[config.mk]
export PLATFORM = sky130hd
export DESIGN_NAME = regfile_wb_arbiter_flat
export DESIGN_NICKNAME = d
export VERILOG_FILES = /design/src/rtl/regfile_wb_arbiter_if.sv /design/src/rtl/regfile_wb_arbiter.sv /design/src/flat_wrapper.sv
export SDC_FILE = /design/constraint.sdc
export NUM_CORES = 1
export LEC_CHECK = 0
export CORE_MARGIN = 3
export CORE_UTILIZATION = 40
export CTS_BUF_LIST = sky130_fd_sc_hd__clkbuf_8
export DETAILED_ROUTE_END_ITERATION = 6
export GPL_ROUTABILITY_DRIVEN = 0
export PLACE_DENSITY = 0.83
export REMOVE_ABC_BUFFERS = 1
export SLEW_MARGIN = 15
export SYNTH_ARGS = -nofsm -noshare
export SYNTH_HDL_FRONTEND = slang
export SYNTH_SLANG_ARGS = --single-unit
[constraint.sdc]
create_clock -name clk -period 5.68 [get_ports clk]
set_clock_uncertainty 0.1 [all_clocks]
set_input_delay 1.136 -clock clk [delete_from_list [all_inputs] [get_ports clk]]
set_output_delay 1.136 -clock clk [all_outputs]
set_load 0.01 [all_outputs]
[src/rtl/regfile_wb_arbiter_if.sv]
// Writeback request bus and register-file write-port signals.
// Request side and file side are grouped here because one arbiter owns them all.
interface regfile_wb_arbiter_if #(
  parameter int NUM_REQ = 3,
  parameter int DATA_W  = 8,
  parameter int ADDR_W  = 3
);
  logic                      en;
  logic [NUM_REQ-1:0]        req_valid;
  logic [NUM_REQ*ADDR_W-1:0] req_addr;
  logic [NUM_REQ*DATA_W-1:0] req_data;
  logic [NUM_REQ-1:0]        req_ready;
  logic                      rf_we;
  logic [ADDR_W-1:0]         rf_waddr;
  logic [DATA_W-1:0]         rf_wdata;
  logic [1:0]                grant_id;
  logic                      busy;
  logic [(2**ADDR_W)-1:0]    pending_mask;
  logic                      wr_done;

  modport master (
    output en, req_valid, req_addr, req_data,
    input  req_ready, rf_we, rf_waddr, rf_wdata, grant_id, busy, pending_mask, wr_done
  );

  modport slave (
    input  en, req_valid, req_addr, req_data,
    output req_ready, rf_we, rf_waddr, rf_wdata, grant_id, busy, pending_mask, wr_done
  );
endinterface

[src/rtl/regfile_wb_arbiter.sv]
// Round-robin arbiter for the single register-file write port: accept, issue rf_we for
// one cycle, then hold address/data while the file commits; publishes in-flight target.
module regfile_wb_arbiter #(
  parameter int NUM_REQ = 3,
  parameter int DATA_W  = 8,
  parameter int ADDR_W  = 3
) (
  input  logic                 clk,
  input  logic                 reset,
  regfile_wb_arbiter_if.slave  bus
);

  typedef enum logic [1:0] {IDLE, ISSUE, COMMIT} state_t;

  state_t            state, state_nxt;
  logic [1:0]        ptr;
  logic [1:0]        grant_q;
  logic [ADDR_W-1:0] waddr_q;
  logic [DATA_W-1:0] wdata_q;
  logic [1:0]        winner;
  logic              any_valid;
  logic              accept;

  // First valid requester strictly after the last winner, wrapping.
  always_comb begin
    int idx;
    idx       = 0;
    winner    = '0;
    any_valid = 1'b0;
    for (int k = 1; k <= NUM_REQ; k++) begin
      idx = (int'(ptr) + k) % NUM_REQ;
      if (!any_valid && bus.req_valid[idx]) begin
        any_valid = 1'b1;
        winner    = 2'(idx);
      end
    end
  end

  // Grants only open in IDLE or COMMIT so the port sees at most one write per two cycles.
  assign accept = !reset && bus.en && any_valid && (state == IDLE || state == COMMIT);

  always_ff @(posedge clk or posedge reset) begin
    if (reset) state <= IDLE;
    else       state <= state_nxt;
  end

  always_ff @(posedge clk or posedge reset) begin
    if (reset) begin
      ptr     <= 2'(NUM_REQ - 1);
      grant_q <= '0;
      waddr_q <= '0;
      wdata_q <= '0;
    end else if (accept) begin
      ptr     <= winner;
      grant_q <= winner;
      waddr_q <= bus.req_addr[int'(winner)*ADDR_W +: ADDR_W];
      wdata_q <= bus.req_data[int'(winner)*DATA_W +: DATA_W];
    end
  end

  always_comb begin
    state_nxt = state;
    case (state)
      IDLE:    state_nxt = accept ? ISSUE : IDLE;
      ISSUE:   state_nxt = COMMIT;
      COMMIT:  state_nxt = accept ? ISSUE : IDLE;
      default: state_nxt = IDLE;
    endcase
  end

  always_comb begin
    bus.req_ready    = '0;
    bus.rf_we        = (state == ISSUE);
    bus.wr_done      = (state == COMMIT);
    bus.busy         = (state == ISSUE) || (state == COMMIT);
    bus.pending_mask = '0;
    for (int i = 0; i < NUM_REQ; i++)
      bus.req_ready[i] = accept && (winner == 2'(i));
    // Bit tracks the latched target; a same-register back-to-back grant keeps it set.
    if (bus.busy) bus.pending_mask[waddr_q] = 1'b1;
  end

  assign bus.rf_waddr = waddr_q;
  assign bus.rf_wdata = wdata_q;
  assign bus.grant_id = grant_q;

endmodule

[src/flat_wrapper.sv]
// flat-port wrapper written by rule: the top's interface ports become plain ports
module regfile_wb_arbiter_flat 
#(
  parameter int NUM_REQ = 3,
  parameter int DATA_W  = 8,
  parameter int ADDR_W  = 3
)
  (clk, reset, bus_en, bus_req_valid, bus_req_addr, bus_req_data, bus_req_ready, bus_rf_we, bus_rf_waddr, bus_rf_wdata, bus_grant_id, bus_busy, bus_pending_mask, bus_wr_done);
  regfile_wb_arbiter_if #(.NUM_REQ(NUM_REQ), .DATA_W(DATA_W), .ADDR_W(ADDR_W)) bus_i ();
  input  logic clk;
  input  logic reset;
  input wire logic [$bits(bus_i.en)-1:0] bus_en;
  input wire logic [$bits(bus_i.req_valid)-1:0] bus_req_valid;
  input wire logic [$bits(bus_i.req_addr)-1:0] bus_req_addr;
  input wire logic [$bits(bus_i.req_data)-1:0] bus_req_data;
  output wire logic [$bits(bus_i.req_ready)-1:0] bus_req_ready;
  output wire logic [$bits(bus_i.rf_we)-1:0] bus_rf_we;
  output wire logic [$bits(bus_i.rf_waddr)-1:0] bus_rf_waddr;
  output wire logic [$bits(bus_i.rf_wdata)-1:0] bus_rf_wdata;
  output wire logic [$bits(bus_i.grant_id)-1:0] bus_grant_id;
  output wire logic [$bits(bus_i.busy)-1:0] bus_busy;
  output wire logic [$bits(bus_i.pending_mask)-1:0] bus_pending_mask;
  output wire logic [$bits(bus_i.wr_done)-1:0] bus_wr_done;
  assign bus_i.en = bus_en;
  assign bus_i.req_valid = bus_req_valid;
  assign bus_i.req_addr = bus_req_addr;
  assign bus_i.req_data = bus_req_data;
  assign bus_req_ready = bus_i.req_ready;
  assign bus_rf_we = bus_i.rf_we;
  assign bus_rf_waddr = bus_i.rf_waddr;
  assign bus_rf_wdata = bus_i.rf_wdata;
  assign bus_grant_id = bus_i.grant_id;
  assign bus_busy = bus_i.busy;
  assign bus_pending_mask = bus_i.pending_mask;
  assign bus_wr_done = bus_i.wr_done;
  regfile_wb_arbiter #(.NUM_REQ(NUM_REQ), .DATA_W(DATA_W), .ADDR_W(ADDR_W)) u_core (.clk(clk), .reset(reset), .bus(bus_i));
endmodule
Word level (Yosys, flattened, before mapping)
Index checks and enable logic that the tools add are counted.

Register bits after elaboration: 17. Input port bits: 39. Output and inout bits: 27.

Add/sub/neg operators: 3. Multipliers: 1. Div/mod/pow operators: 3. $lt $le $gt $ge: 5. Eq/ne operators: 4. Shift-type cells: 2. Mux-type cells: 20. Reduce and logical (&&, ||, !) cells: 17.

Operators with widths (number): 32-bit by 4-bit less-than comparator with 1-bit output, second input constant (3); 32-bit by 3-bit modulo with 32-bit output, second input constant (3); 9-bit by 32-bit variable part select with 3-bit output (1); 24-bit by 6-bit variable part select with 8-bit output (1); 1-bit 2-to-1 mux (11); 1-bit logical AND (9); 8-bit 2-to-1 mux (1); 2-bit by 2-bit adder with 3-bit output, second input constant (2); 1-bit binary-select mux with 2-bit select (3); 2-bit 2-to-1 mux (3); 2-bit by 1-bit == test with 1-bit output, second input constant (2); 2-bit == test, second input constant (2); 2-bit logical NOT (2); 3-bit by 4-bit less-than comparator with 1-bit output, second input constant (1); 2-bit by 2-bit multiplier with 4-bit output, second input constant (1); 2-bit case mux with 2 select lines (1); 2-bit by 1-bit adder with 3-bit output, second input constant (1); 1-bit demux with 3-bit select (1); 3-bit by 1-bit greater-or-equal comparator with 1-bit output, second input constant (1); 1-bit logical NOT (3); 1-bit logical OR (2); 2-bit OR reduction (1).

Longest topological paths before layout
Depth after elaboration: 16. Mapped depth: 10. Depth with buffers taken out: 8.

Least setup slack after synthesis
Ideal clock, no wire load.

Kind: input port to output port. Start: in reset. End: out bus_req_ready[0]. Arrival: 2.339 ns. Path slack: 2.105 ns. Stages: 7. Buffers on the path: 1. Path through: inv_1 > o211a_1 > o31ai_4 > inv_2 > nand2_1 > buf_2 > nor2_1.

Cells in the longest elaborated chain, start to end: 5.

Ends and longest elaborated chain: from (decl) (line flat_wrapper.sv:11) `input logic reset;`; 1-bit logical NOT (line regfile_wb_arbiter.sv:40) `assign accept = !reset && bus.en && any_valid && (state == IDLE || state == COMMIT);`; 1-bit logical AND (3 in series) (line regfile_wb_arbiter.sv:40); net u_core.accept (line regfile_wb_arbiter.sv:22) `logic accept;`; 1-bit logical AND (line regfile_wb_arbiter.sv:78) `bus.req_ready[i] = accept && (winner == 2'(i));`; to (decl) (line flat_wrapper.sv:16) `output wire logic [$bits(bus_i.req_ready)-1:0] bus_req_ready;`.

The timed path passes the listed nets, and every way through them passes these cells.

Final worst setup path
Start: in bus_req_valid[1]. End: out bus_req_ready[2].

Cells in the longest elaborated chain, start to end: 13.

Ends and longest elaborated chain: from (decl) (line flat_wrapper.sv:13) `input wire logic [$bits(bus_i.req_valid)-1:0] bus_req_valid;`; 1-bit binary-select mux with 2-bit select (line regfile_wb_arbiter.sv:32) `if (!any_valid && bus.req_valid[idx]) begin`; 1-bit 2-to-1 mux (not written as such) (2 in series) (line regfile_wb_arbiter.sv:32); 1-bit 2-to-1 mux (line regfile_wb_arbiter.sv:32); 1-bit logical NOT (line regfile_wb_arbiter.sv:32); 1-bit logical AND (line regfile_wb_arbiter.sv:32); 1-bit 2-to-1 mux (line regfile_wb_arbiter.sv:32); 1-bit logical NOT (line regfile_wb_arbiter.sv:32); 1-bit logical AND (line regfile_wb_arbiter.sv:32); 1-bit 2-to-1 mux (line regfile_wb_arbiter.sv:32); 1-bit logical AND (2 in series) (line regfile_wb_arbiter.sv:40); 1-bit logical AND * (line regfile_wb_arbiter.sv:78).

Mark *: on every way between the ends. The rest lies on a longest branch, timed or not. The select of a mux whose other input is x is not followed.

==> results.py <==
metrics = {
    "global_route": {
        "grt_pass1_vias": 1265,
        "grt_max_degree": 18,
        "grt-ovfl-total": 0,
        "grt_usage": 0.190,
        "antenna_found_initial": 0,
        "grt_pass1_wl_mm": 5.34,
    },
    "floorplan": {
        "ios": 66,
        "die_area_sq_mm": 0.00367,
        "initial_core_util": 0.425,
        "rows": 19,
        "chipHeight_um": 60.6,
        "die_width_um": 60.6,
        "core_sq_mm": 0.00281,
    },
    "routing": {
        "wl_per_cell_um": 15.0,
        "ant_nets": 0,
        "drt-total-wl_mm": 3.27,
        "via_per_inst": 5.49,
        "drt_iter0_drc": 40,
        "num_vias": 1191,
        "drc": 0,
        "dr.pass1.iters": 4,
    },
    "yosys": {
        "syn_area_per_cell_sq_um": 9.69,
        "synth_cells": 123,
        "synth-seq-area-share": 0.337,
        "synth_simple_gate_area_frac": 0.139,
        "ys_ff_latch": 16,
        "synth-adder-area-share": 0.0735,
        "yosysWarningCount": 0,
        "yosysTopAreaCell": "dfrtp_1",
        "netlist.area_leader.share": 0.315,
        "async_reset_ff_frac": 1.00,
        "syn_area_sq_mm": 0.00119,
        "synth_top_family_by_area": "compound AO/OA/AOI/OAI gates",
        "ys.flop_type": "dfrtp_1",
        "synth.mux.area_fraction": 0.145,
        "synthDistinctLibCells": 34,
        "synth_compound_area_frac": 0.236,
        "synth-xor-area-share": 0,
        "netlist_top_cells_area": "dfrtp_1 (31%), mux2i_1 (13%), ha_1 (7.3%)",
        "synth_edf_count": 0,
        "synth_commonest_cells": "dfrtp_1 (15), mux2i_1 (15), nor2_1 (10)",
    },
    "power": {
        "pwr-share-comb": 0.634,
        "seq_power_share": 0.246,
        "switching_share": 0.401,
        "p_int_mw": 0.494,
        "leakage_nw": 0.801,
        "ir_drop_mv": 0.263,
        "power.density_mw_per_mm2": 436,
        "p_clk_frac": 0.120,
        "p_switching_mw": 0.330,
        "p_total_mw": 0.825,
    },
    "setup_path": {
        "critPathLaunchType": "input port",
        "rr_startpoint": "u_core.ptr[1]",
        "worstSetupPathType": "in2out",
        "cp_max_fo": 15,
        "worstPathArrival_ps": 3590,
        "end_kind": "primary output",
        "ff2ff_path_depth": 9,
        "cp.required_ps": 4440,
        "cp-startpoint": "bus_req_valid[1]",
    },
    "timing": {
        "fin_crit_ps": 4830,
        "hold_viol_final": 0,
        "finalSetupViolCount": 0,
        "finalMaxSlewViolations": 0,
        "final.setup.worst_slack_ps": 850,
        "fmax_mhz": 207,
        "relSlewSlack": 0.624,
        "rsz0062_at_grt": "false",
        "finalSetupTns_ps": 0,
        "hold_slack_ps": 399,
        "post-route-period-util": 0.850,
        "worst_pin_slew_ps": 564,
    },
    "cts": {
        "cts_max_path_buffers": 2,
        "cts_tree": "yes",
        "cts_root_buffer": "clkbuf_8",
        "postCtsSetupBuffers": 0,
        "hold_buffers": 0,
        "cts_buffers": 3,
        "htree_levels": 1,
        "numClockSinks": 16,
        "clkLatencyLatePin_ps": 250,
        "cts_resized": 0,
        "clkTransAtPathRegs_ps": 60,
    },
    "layout": {
        "final_util": 0.674,
        "nNetsFinal": 233,
        "drive_gt1_frac": 0.0806,
        "antenna_cells": 0,
        "area_delta_synth_final_pct": 58.6,
    },
    "worst_hold_path": {
        "hold_depth": 1,
        "hp-start": "u_core.bus.grant_id[1]",
        "hold_class": "reg2reg",
    },
    "placement": {
        "pre_cts_ws_ps": 879,
        "port_buffers": 65,
        "dp_hpwl_mm": 2.65,
    },
    "outcome": {
        "status": "complete, no violations",
    },
    "run": {
        "maxCapViolations": 0,
    },
}
-- layout make-up --
class / count / area (sq um)
clock buffer: 4 / 55.1
fill: 245 / 915
inverter: 6 / 22.5
multi-input combinational: 93 / 707
sequential: 16 / 402
tap: 31 / 38.8
timing repair buffer: 67 / 666
-- routing by layer --
| layer | wire [um] | up-vias | track usage | share of wire |
|---|---|---|---|---|
| met5 | 0 | - | 0 | 0 |
| met4 | 11 | 0 | 0.0464 | 0.0034 |
| met3 | 239 | 2 | 0.0468 | 0.073 |
| met2 | 1730 | 54 | 0.342 | 0.53 |
| met1 | 1280 | 561 | 0.228 | 0.39 |
| li1 | - | 574 | - | - |
-- worst max-delay path: stages --
cell and delay, ps:
clkdlybuf4s50_1 590, nand3b_2 230, o21ai_1 210, o31ai_4 100
buf_4 200, nor2_2 470, clkdlybuf4s50_1 650
-- stage by stage --
step,cell area (sq um),std cells
after floorplan,1130,115
after global placement,1840,213
after detailed placement,1840,213
after CTS,1890,217
after global routing,1890,217
final,1890,217
-- sequential cells by signal, summed over array words and instances (netlist names) --
signal	cells
u_core.bus.grant_id	2
u_core.bus.rf_waddr	3
u_core.bus.rf_wdata	8
u_core.ptr	1
u_core.state	2
-- worst paths after layout --
path | end | slack, ps
max | bus_req_ready[2] | 850
max reg2reg | u_core.bus.rf_wdata[1] | 2900
min in group asynchronous | u_core.state[1] | 1100
max in group asynchronous | u_core.ptr[1] | 4120
min reg2reg | u_core.bus.grant_id[1] | 400
min | u_core.bus.grant_id[1] | 400
-- placed cells by master, fill, tap and decap left out, types with 2 or more instances in the layout --
cell	n
a21o_1	2
a21oi_1	2
a22oi_1	6
a32oi_1	5
and3b_1	2
buf_4	2
clkbuf_8	4
clkdlybuf4s50_1	65
dfrtp_1	15
ha_1	7
inv_1	5
mux2i_1	15
nand2_1	6
nand2b_1	4
nor2_1	10
nor2b_1	3
nor3_1	2
o21ai_0	7
o21ai_1	9
-- power by group through the flow --
stage,combinational (mW),sequential [mW],clock (mW)
6_report,0.523,0.203,0.0990
5_1_grt,0.571,0.210,0.106
4_1_cts,0.526,0.202,0.101
3_5_place_dp,0.525,0.202,0
3_3_place_gp,0.505,0.203,0
2_1_floorplan,0.294,0.216,0
-- cells by family after synthesis --
kind of cell / count (synthesis)
mux: 16
fa+ha+maj: 7
flops: 16
compound gates: 39
simple gates: 31
buf+inv: 14
Power figures use the tool's default switching activity.
